`src/rtl/snake_pkg.sv`:
```
// Shared snake-game definitions: direction encoding, button codes and helpers.
// Imported by the direction front end and by the move logic.
package snake_pkg;

  typedef logic [1:0] dir_t;

  localparam dir_t DIR_RIGHT = 2'b00;
  localparam dir_t DIR_UP    = 2'b01;
  localparam dir_t DIR_LEFT  = 2'b10;
  localparam dir_t DIR_DOWN  = 2'b11;

  // Buttons are active-low; all-ones means nothing pressed.
  localparam logic [2:0] BTN_NONE  = 3'b111;
  localparam logic [2:0] BTN_UP    = 3'b110;
  localparam logic [2:0] BTN_DOWN  = 3'b101;
  localparam logic [2:0] BTN_RIGHT = 3'b100;

  function automatic dir_t opposite(input dir_t d);
    return d ^ 2'b10;
  endfunction

endpackage

```
`src/rtl/btn_debounce.sv`:
```
// Two-flop synchronizer plus debounce counter for a vector of raw buttons.
// Emits the accepted (stable) vector and a one-cycle pulse whenever it changes.
module btn_debounce #(
  parameter int WIDTH           = 3,
  parameter int DEBOUNCE_CYCLES = 1_000_000,
  parameter int CNT_W           = $clog2(DEBOUNCE_CYCLES + 1)
) (
  input  logic             clk,
  input  logic             rst,
  input  logic [WIDTH-1:0] din,
  output logic [WIDTH-1:0] stable,
  output logic             chg
);

  localparam logic [CNT_W-1:0] DONE = CNT_W'(DEBOUNCE_CYCLES);

  logic [WIDTH-1:0] sync_p0;
  logic [WIDTH-1:0] sync_p1;
  logic [WIDTH-1:0] cand;
  logic [CNT_W-1:0] cnt;

  always_ff @(posedge clk or negedge rst) begin
    if (!rst) begin
      sync_p0 <= '1;
      sync_p1 <= '1;
      cand    <= '1;
      cnt     <= '0;
      stable  <= '1;
      chg     <= 1'b0;
    end else begin
      // synchronizer stages
      sync_p0 <= din;
      sync_p1 <= sync_p0;
      chg     <= 1'b0;
      // debounce stage: accept on the cycle the counter reaches DONE, then hold it there
      if (sync_p1 != cand) begin
        cand <= sync_p1;
        cnt  <= '0;
      end else if (cnt != DONE) begin
        cnt <= cnt + 1'b1;
        if (cnt == DONE - 1'b1) begin
          stable <= cand;
          chg    <= (cand != stable);
        end
      end
    end
  end

endmodule

```
`src/rtl/snake_dir_input.sv`:
```
// Snake direction front end: debounced buttons -> direction request -> pending
// request committed on the move tick, with reversals dropped.
module snake_dir_input
  import snake_pkg::*;
#(
  parameter int DEBOUNCE_CYCLES = 1_000_000,
  parameter int CNT_W           = $clog2(DEBOUNCE_CYCLES + 1)
) (
  input  logic       clk,
  input  logic       rst,
  input  logic [2:0] button,
  input  logic       tick,
  output logic [1:0] dir,
  output logic       pend_valid,
  output logic       dir_chg,
  output logic       rejected
);

  logic [2:0] btn_stable;
  logic       btn_chg;
  logic       req_stb;
  dir_t       req_dir;
  dir_t       pend_dir;

  function automatic dir_t decode(input logic [2:0] code);
    dir_t d;
    if (!code[2])               d = DIR_LEFT;
    else if (code == BTN_DOWN)  d = DIR_DOWN;
    else if (code == BTN_UP)    d = DIR_UP;
    else                        d = DIR_RIGHT;
    return d;
  endfunction

  btn_debounce #(
    .WIDTH          (3),
    .DEBOUNCE_CYCLES(DEBOUNCE_CYCLES),
    .CNT_W          (CNT_W)
  ) u_debounce (
    .clk   (clk),
    .rst   (rst),
    .din   (button),
    .stable(btn_stable),
    .chg   (btn_chg)
  );

  // decode stage: a release to all-ones produces no request
  assign req_stb = btn_chg && (btn_stable != BTN_NONE);
  assign req_dir = decode(btn_stable);

  always_ff @(posedge clk) begin
    if (req_stb) pend_dir <= req_dir;
  end

  // commit stage: the tick consumes the request held before this edge
  always_ff @(posedge clk or negedge rst) begin
    if (!rst) begin
      dir        <= DIR_DOWN;
      pend_valid <= 1'b0;
      dir_chg    <= 1'b0;
      rejected   <= 1'b0;
    end else begin
      dir_chg  <= 1'b0;
      rejected <= 1'b0;
      if (tick && pend_valid) begin
        if (pend_dir == opposite(dir)) begin
          rejected <= 1'b1;
        end else begin
          dir     <= pend_dir;
          dir_chg <= (pend_dir != dir);
        end
      end
      if (req_stb)   pend_valid <= 1'b1;
      else if (tick) pend_valid <= 1'b0;
    end
  end

endmodule
```
`config.mk`:
```
export PLATFORM = sky130hd
export DESIGN_NAME = snake_dir_input
export DESIGN_NICKNAME = d
export VERILOG_FILES = /design/src/rtl/snake_pkg.sv /design/src/rtl/btn_debounce.sv /design/src/rtl/snake_dir_input.sv
export SDC_FILE = /design/constraint.sdc
export NUM_CORES = 1
export LEC_CHECK = 0
export ABC_AREA = 1
export CAP_MARGIN = 20
export CORE_UTILIZATION = 35
export DETAILED_ROUTE_END_ITERATION = 16
export GPL_TIMING_DRIVEN = 1
export MAX_ROUTING_LAYER = met4
export PLACE_DENSITY_LB_ADDON = 0.12
export REMOVE_ABC_BUFFERS = 1
export SLEW_MARGIN = 20
export SYNTH_ARGS = -nofsm -noshare
export SYNTH_HDL_FRONTEND = slang
export SYNTH_SLANG_ARGS = --single-unit
```
`constraint.sdc`:
```
create_clock -name clk -period 3.89 [get_ports clk]
set_clock_uncertainty 0.1 [all_clocks]
set_input_delay 0.5835 -clock clk [delete_from_list [all_inputs] [get_ports clk]]
set_output_delay 0.5835 -clock clk [all_outputs]
set_load 0.01 [all_outputs]
```
==> impl_metrics.env, run 1 <==
export IMPL_synthDistinctLibCells=27
export IMPL_hold_violations=0
export IMPL_ctsRootBufferMaster="sky130_fd_sc_hd__clkbuf_8"
export IMPL_worstSetupEndpointType="output port"
export IMPL_min_delay_path_class="reg -> reg"
export IMPL_cellLeakagePower_nw=0.953
export IMPL_synth_ff_latch_count=40
export IMPL_die_area_um2=6280
export IMPL_yosys_area_top_type="sky130_fd_sc_hd__dfrtp_1"
export IMPL_fin_setup_tns_ps=0
export IMPL_cts_sink_count=40
export IMPL_clock_path_buffers=2
export IMPL_clock_network_latency_to_the_later_pin_of_the_worst_skew_pair_ps=300
export IMPL_dr_pass1_iters=4
export IMPL_final_layout_size_suffix_gt1_frac=0.177
export IMPL_crit_path_max_fanout=3
export IMPL_worst_hold_path_num_cells=0
export IMPL_die_height_um=79.2
export IMPL_postCtsSetupBuffers=0
export IMPL_layout_nets=278
export IMPL_period_share=0.530
export IMPL_post_synth_xor_xnor_area=0.0449
export IMPL_grt_total_usage=0.146
export IMPL_fraction_of_the_mapped_netlist_area_in_compound_gates=0.0683
export IMPL_numCtsBuffers=5
export IMPL_cts_hold_repair_buffers=0
export IMPL_largest_net_degree_at_the_start_of_global_routing=39
export IMPL_ctsHtreeMaxLevel=2
export IMPL_globalplace_congestion=0.755
export IMPL_via_count_of_the_first_global_routing_pass=1411
export IMPL_synth_enable_flop_cells=2
export IMPL_status="complete, no violations"
export IMPL_netlist_instances=257
export IMPL_tightest_slew_ps=831
export IMPL_layout_min_cycle_time_ps=2060
export IMPL_clkSlewWorstSetupHoldPaths_ps=80
export IMPL_synth_simple_gate_area_share=0.323
export IMPL_critical_path_arrival_ps=1380
export IMPL_p_per_area_nw_per_um2=328
export IMPL_area_growth_pct=12.3
export IMPL_final_core_utilization=0.416
export IMPL_antenna_violations_before_repair=0
export IMPL_portBuffers=10
export IMPL_cp_num_buf_inv=1
export IMPL_timing_reg2reg_worst_path_depth=6
export IMPL_combinational_family_with_the_most_area_after_synthesis="simple AND/OR/NAND/NOR gates"
export IMPL_worst_setup_path_type="reg -> out"
export IMPL_final_design_instance_area_without_fill_um2=2350
export IMPL_post_synth_instance_area_um2=2090
export IMPL_dr_total_vias=1559
export IMPL_chipWidth_um=79.2
export IMPL_r2r_start="u_debounce.cand[1]"
export IMPL_synth_mux_area_fraction=0
export IMPL_worstReg2RegEnd="u_debounce.stable[1]"
export IMPL_slowest_stage_cell_crit_path="sky130_fd_sc_hd__dfstp_2"
export IMPL_cts_repair_resized=0
export IMPL_drt_vias_per_instance=4.55
export IMPL_initial_core_util=0.370
export IMPL_worst_hold_slack_ps=259
export IMPL_cp_cell_sequence="clkdlybuf4s50_1"
export IMPL_synth_fa_ha_area_frac=0.0120
export IMPL_ioPinCount=11
export IMPL_main_flop_type_after_synthesis="sky130_fd_sc_hd__dfrtp_1"
export IMPL_setup_violations_final=0
export IMPL_route_detailed_drc=0
export IMPL_grt_overflow_total=0
export IMPL_max_slew_margin_rel=0.446
export IMPL_drt_iter0_markers=72
export IMPL_critPathTopFamily="flip-flops"
export IMPL_core_area_um2=5640
export IMPL_number_of_antenna_repair_diodes=0
export IMPL_drt_total_wl_um=3740
export IMPL_r2r_setup_slack_ps=2200
export IMPL_fin_ws_ps=1830
export IMPL_maxClockFrequency_mhz=485
export IMPL_syn_area_per_cell_um2=8.13
export IMPL_postPlaceCellArea_um2=2250
export IMPL_num_rows=27
export IMPL_avgRoutedWirePerCell_um=10.9
export IMPL_grt_pass1_wl_um=6720
export IMPL_route_antenna_remaining_nets=0
export IMPL_launching_element_type_of_the_critical_path="register"
export IMPL_async_reset_ff_frac=0.950
export IMPL_critPathMaxStageDelay_ps=560
export IMPL_tritoncts="built"
export IMPL_yosysTopAreaCellShare=0.288
export IMPL_whs_endpoint="u_debounce.sync_p1[0]"
export IMPL_ir_drop_worst_vdd_uv=170
export IMPL_dpl_worst_slack_ps=2140
export IMPL_synth_top_cells_by_area="sky130_fd_sc_hd__dfrtp_1 (29%), sky130_fd_sc_hd__dfstp_2 (18%), sky130_fd_sc_hd__nand2_1 (13%)"
export IMPL_drv_cap=0
export IMPL_yosysSeqAreaShare=0.493
export IMPL_hpwlAfterDp_um=2770
export IMPL_grt_setup_unrepaired="false"
export IMPL_worst_ep_required_time_ps=3210
export IMPL_hold_path_startpoint="u_debounce.sync_p0[0]"
export IMPL_yosys_warnings=0
export IMPL_final_max_slew_violation_count=0
flip-flops by register name, indices dropped and copies added, names as in the netlist:
signal and cells:
u_debounce.sync_p1 3, pend_valid 1, rejected 1, dir_chg 1, u_debounce.cand 3, u_debounce.cnt 20
pend_dir 2, u_debounce.chg 1, dir 2, u_debounce.stable 3, u_debounce.sync_p0 3
how the worst max path moves through the flow:
stage / depth (start not counted) / startpoint / end / slack (ps)
4_1_cts: 1 / dir[0] / dir[0] / 1810
6_report: 1 / dir[0] / dir[0] / 1830
3_5_place_dp: 1 / dir[0] / dir[0] / 2140
5_1_grt: 1 / dir[0] / dir[0] / 1790
2_1_floorplan: 6 / u_debounce.cand[0] / u_debounce.stable[0] / 2410
3_3_place_gp: 1 / dir[0] / dir[0] / 2150
power by group:
group	internal, W	switching, W	total [W]
registers	0.000430	0.00000667	0.000437
clock network	0.000145	0.000149	0.000293
logic	0.0000154	0.0000242	0.0000396
total	0.000590	0.000180	0.000770
synthesized netlist by cell type (all sizes together), types with 3 or more instances:
library cell / instances
nand2: 74
nor2: 51
inv: 27
dfrtp: 24
nand3: 17
dfstp: 14
o21ai: 14
a21oi: 10
xor2: 7
clkbuf: 3
nand4: 3
nor3: 3
through the flow:
stage,std cells,total power (W)
floorplan,253,0.000465
global placement,335,0.000486
detailed placement,335,0.000486
CTS,343,0.000782
global route,343,0.000808
finish,343,0.000770
cell usage in the layout (no fill, tap or decap), types with 4 or more instances in the layout:
| master | synthesis | layout |
|---|---|---|
| sky130_fd_sc_hd__dfstp_2 | 14 | 14 |
| sky130_fd_sc_hd__a21oi_1 | 7 | 7 |
| sky130_fd_sc_hd__inv_1 | 26 | 26 |
| sky130_fd_sc_hd__nor2_4 | 4 | 4 |
| sky130_fd_sc_hd__nand2_1 | 71 | 71 |
| sky130_fd_sc_hd__dfrtp_1 | 24 | 24 |
| sky130_fd_sc_hd__xor2_1 | 7 | 7 |
| sky130_fd_sc_hd__nor2_2 | 5 | 5 |
| sky130_fd_sc_hd__o21ai_0 | 10 | 10 |
| sky130_fd_sc_hd__clkdlybuf4s50_1 | 0 | 9 |
| sky130_fd_sc_hd__nor2_1 | 42 | 42 |
| sky130_fd_sc_hd__nand3_1 | 15 | 15 |
| sky130_fd_sc_hd__clkbuf_8 | 0 | 6 |
cell families after synthesis:
kind of cell,Yosys count
and+or+nand+nor,151
DFF,40
adders and majority gates,2
xor gates and xnor gates,9
AOI/OAI and AO/OA,24
buffers and inverters,31
routing by layer:
layer	up-vias	track usage	part of all wire
met3	5	0.0414	0.035
met5	-	-	0
met4	0	0.0491	0.015
li1	832	-	-
met1	701	0.203	0.53
met2	21	0.203	0.42
layout make-up:
| class | instances | area, um2 |
|---|---|---|
| Clock inverter | 2 | 12.5 |
| Inverter | 27 | 101 |
| Clock buffer | 6 | 82.6 |
| Sequential cell | 40 | 1030 |
| Fill cell | 579 | 3300 |
| Timing Repair Buffer | 10 | 95.1 |
| Multi-Input combinational cell | 186 | 936 |
| Tap cell | 72 | 90.1 |
Power figures use the tool's default switching activity.
==> run 2, diff against run 1 <==
- clock period: 3.89 -> 1.82 ns (I/O delays scaled with it)
==> run 2 against run 1 <==
  * Critical path depth stayed put
  * Clock power rose by 120%
  * Global-route usage is 1.0 points higher
  * Register-to-register slack got worse by 2000 ps
  * Worst setup slack got worse by 1800 ps
  * Non-clock buffer count rose by 5
  * Die area stayed put
  * Via count decreased by 0.19%
  * Sequential share of layout area down 0.96 points
  * Cell count grew 1.5%
  * Worst hold slack is essentially flat
==> impl_metrics.env, run 2 (synthesis results as in run 1) <==
export IMPL_status="complete, no violations"
export IMPL_avgRoutedWirePerCell_um=11.5
export IMPL_via_count_of_the_first_global_routing_pass=1496
export IMPL_dr_pass1_iters=4
export IMPL_numCtsBuffers=5
export IMPL_clock_network_latency_to_the_later_pin_of_the_worst_skew_pair_ps=300
export IMPL_largest_register_by_flop_count="u_debounce.cnt"
export IMPL_drt_total_wl_um=3990
export IMPL_largest_net_degree_at_the_start_of_global_routing=21
export IMPL_route_detailed_drc=0
export IMPL_final_max_slew_violation_count=0
export IMPL_clock_path_buffers=2
export IMPL_antenna_violations_before_repair=0
export IMPL_cts_sink_count=40
export IMPL_grt_setup_unrepaired="false"
export IMPL_drt_iter0_markers=101
export IMPL_ctsRootBufferMaster="sky130_fd_sc_hd__clkbuf_8"
export IMPL_cts_repair_resized=0
export IMPL_grt_total_usage=0.156
export IMPL_die_area_um2=6280
export IMPL_drt_vias_per_instance=4.47
export IMPL_worstSetupEndpointType="output port"
export IMPL_route_antenna_remaining_nets=0
export IMPL_tightest_slew_ps=478
export IMPL_area_growth_pct=14.9
export IMPL_commonest_non_fill_non_tap_cells_in_the_layout="sky130_fd_sc_hd__nand2_1 (71), sky130_fd_sc_hd__nor2_1 (42), sky130_fd_sc_hd__inv_1 (26)"
export IMPL_ioPinCount=11
export IMPL_ir_drop_worst_vdd_uv=346
export IMPL_cellLeakagePower_nw=0.982
export IMPL_grt_overflow_total=0
export IMPL_dr_total_vias=1556
export IMPL_setup_violations_final=0
export IMPL_maxClockFrequency_mhz=567
export IMPL_initial_core_util=0.370
export IMPL_fin_setup_tns_ps=0
export IMPL_worst_ep_required_time_ps=1450
export IMPL_place_inst=339
export IMPL_critical_path_arrival_ps=1390
export IMPL_final_common_cell="sky130_fd_sc_hd__nand2_1"
export IMPL_critPathMaxStageDelay_ps=560
export IMPL_dpl_worst_slack_ps=187
export IMPL_layout_min_cycle_time_ps=1760
export IMPL_stdcell_count=348
export IMPL_clkSlewWorstSetupHoldPaths_ps=80
export IMPL_max_slew_margin_rel=0.681
export IMPL_fin_ws_ps=57.0
export IMPL_portBuffers=10
export IMPL_ctsHtreeMaxLevel=2
export IMPL_drv_cap=0
export IMPL_crit_path_max_fanout=4
export IMPL_layout_nets=283
export IMPL_num_rows=27
export IMPL_core_area_um2=5640
export IMPL_cp_num_buf_inv=1
export IMPL_die_height_um=79.2
export IMPL_number_of_antenna_repair_diodes=0
export IMPL_hold_violations=0
export IMPL_grt_pass1_wl_um=7170
export IMPL_period_share=0.969
export IMPL_hpwlAfterDp_um=3050
export IMPL_cp_cell_sequence="clkdlybuf4s50_1"
export IMPL_largest_register_ff_count=20
export IMPL_globalplace_congestion=0.827
export IMPL_p_per_area_nw_per_um2=693
export IMPL_launching_element_type_of_the_critical_path="register"
export IMPL_min_delay_path_class="reg -> reg"
export IMPL_worst_setup_path_type="reg -> out"
export IMPL_chipWidth_um=79.2
export IMPL_slowest_stage_cell_crit_path="sky130_fd_sc_hd__dfstp_2"
export IMPL_critPathTopFamily="flip-flops"
export IMPL_tritoncts="built"
export IMPL_final_layout_size_suffix_gt1_frac=0.188
==> run 2: cell types whose count changed in the layout (fill, tap and decap cells not counted) <==
cell                            before  now
sky130_fd_sc_hd__dlygate4sd3_1       0    1
sky130_fd_sc_hd__buf_4               0    3
sky130_fd_sc_hd__buf_12              0    1
==> run 2: final cells by class <==
| cell class | instances | area, um2 |
|---|---|---|
| clock inverters | 2 | 12.5 |
| well taps | 72 | 90.1 |
| repair buffers | 15 | 148 |
| fillers | 563 | 3240 |
| multi-input cells | 186 | 936 |
| inverters | 27 | 101 |
| clock buffers | 6 | 82.6 |
| flip-flops and latches | 40 | 1030 |
==> run 2: path summary, 6_finish.rpt <==
path	end	cells after the start	from	slack (ps)
min in group asynchronous	u_debounce.cnt[14]	2	rst	370
min	u_debounce.sync_p1[1]	0	u_debounce.sync_p0[1]	260
max in group asynchronous	u_debounce.sync_p1[1]	3	rst	710
min reg2reg	u_debounce.sync_p1[1]	0	u_debounce.sync_p0[1]	260
max reg2reg	u_debounce.cnt[8]	6	u_debounce.cand[1]	180
max	dir[1]	1	dir[1]	60
==> run 2: metal layers <==
metal / track usage / share of wire
met1: 0.209 / 0.52
met2: 0.224 / 0.43
met3: 0.0379 / 0.028
met4: 0.0655 / 0.019
met5: - / 0
==> run 2: what timing repair did <==
item | in CTS | in global routing
hold endpoints to repair | 13 | 0
hold buffers | 1 | 0
setup buffers | 0 | 0
==> run 2: per-stage QoR <==
step	hold WS, ps	power (W)	cell area (um2)	util
floorplan	-123	0.000994	2070	-
global placement	168	0.00105	2290	0.407
detailed placement	163	0.00105	2290	0.407
CTS	260	0.00170	2400	0.425
global route	258	0.00175	2400	0.425
finish	259	0.00166	2400	0.425
==> run 2: power breakdown <==
part	internal (W)	leakage, nW	switching (W)
Sequential	0.000919	0.500	0.0000121
Clock	0.000309	0.0521	0.000321
Combinational	0.0000433	0.430	0.0000572
Total	0.00127	0.982	0.000391
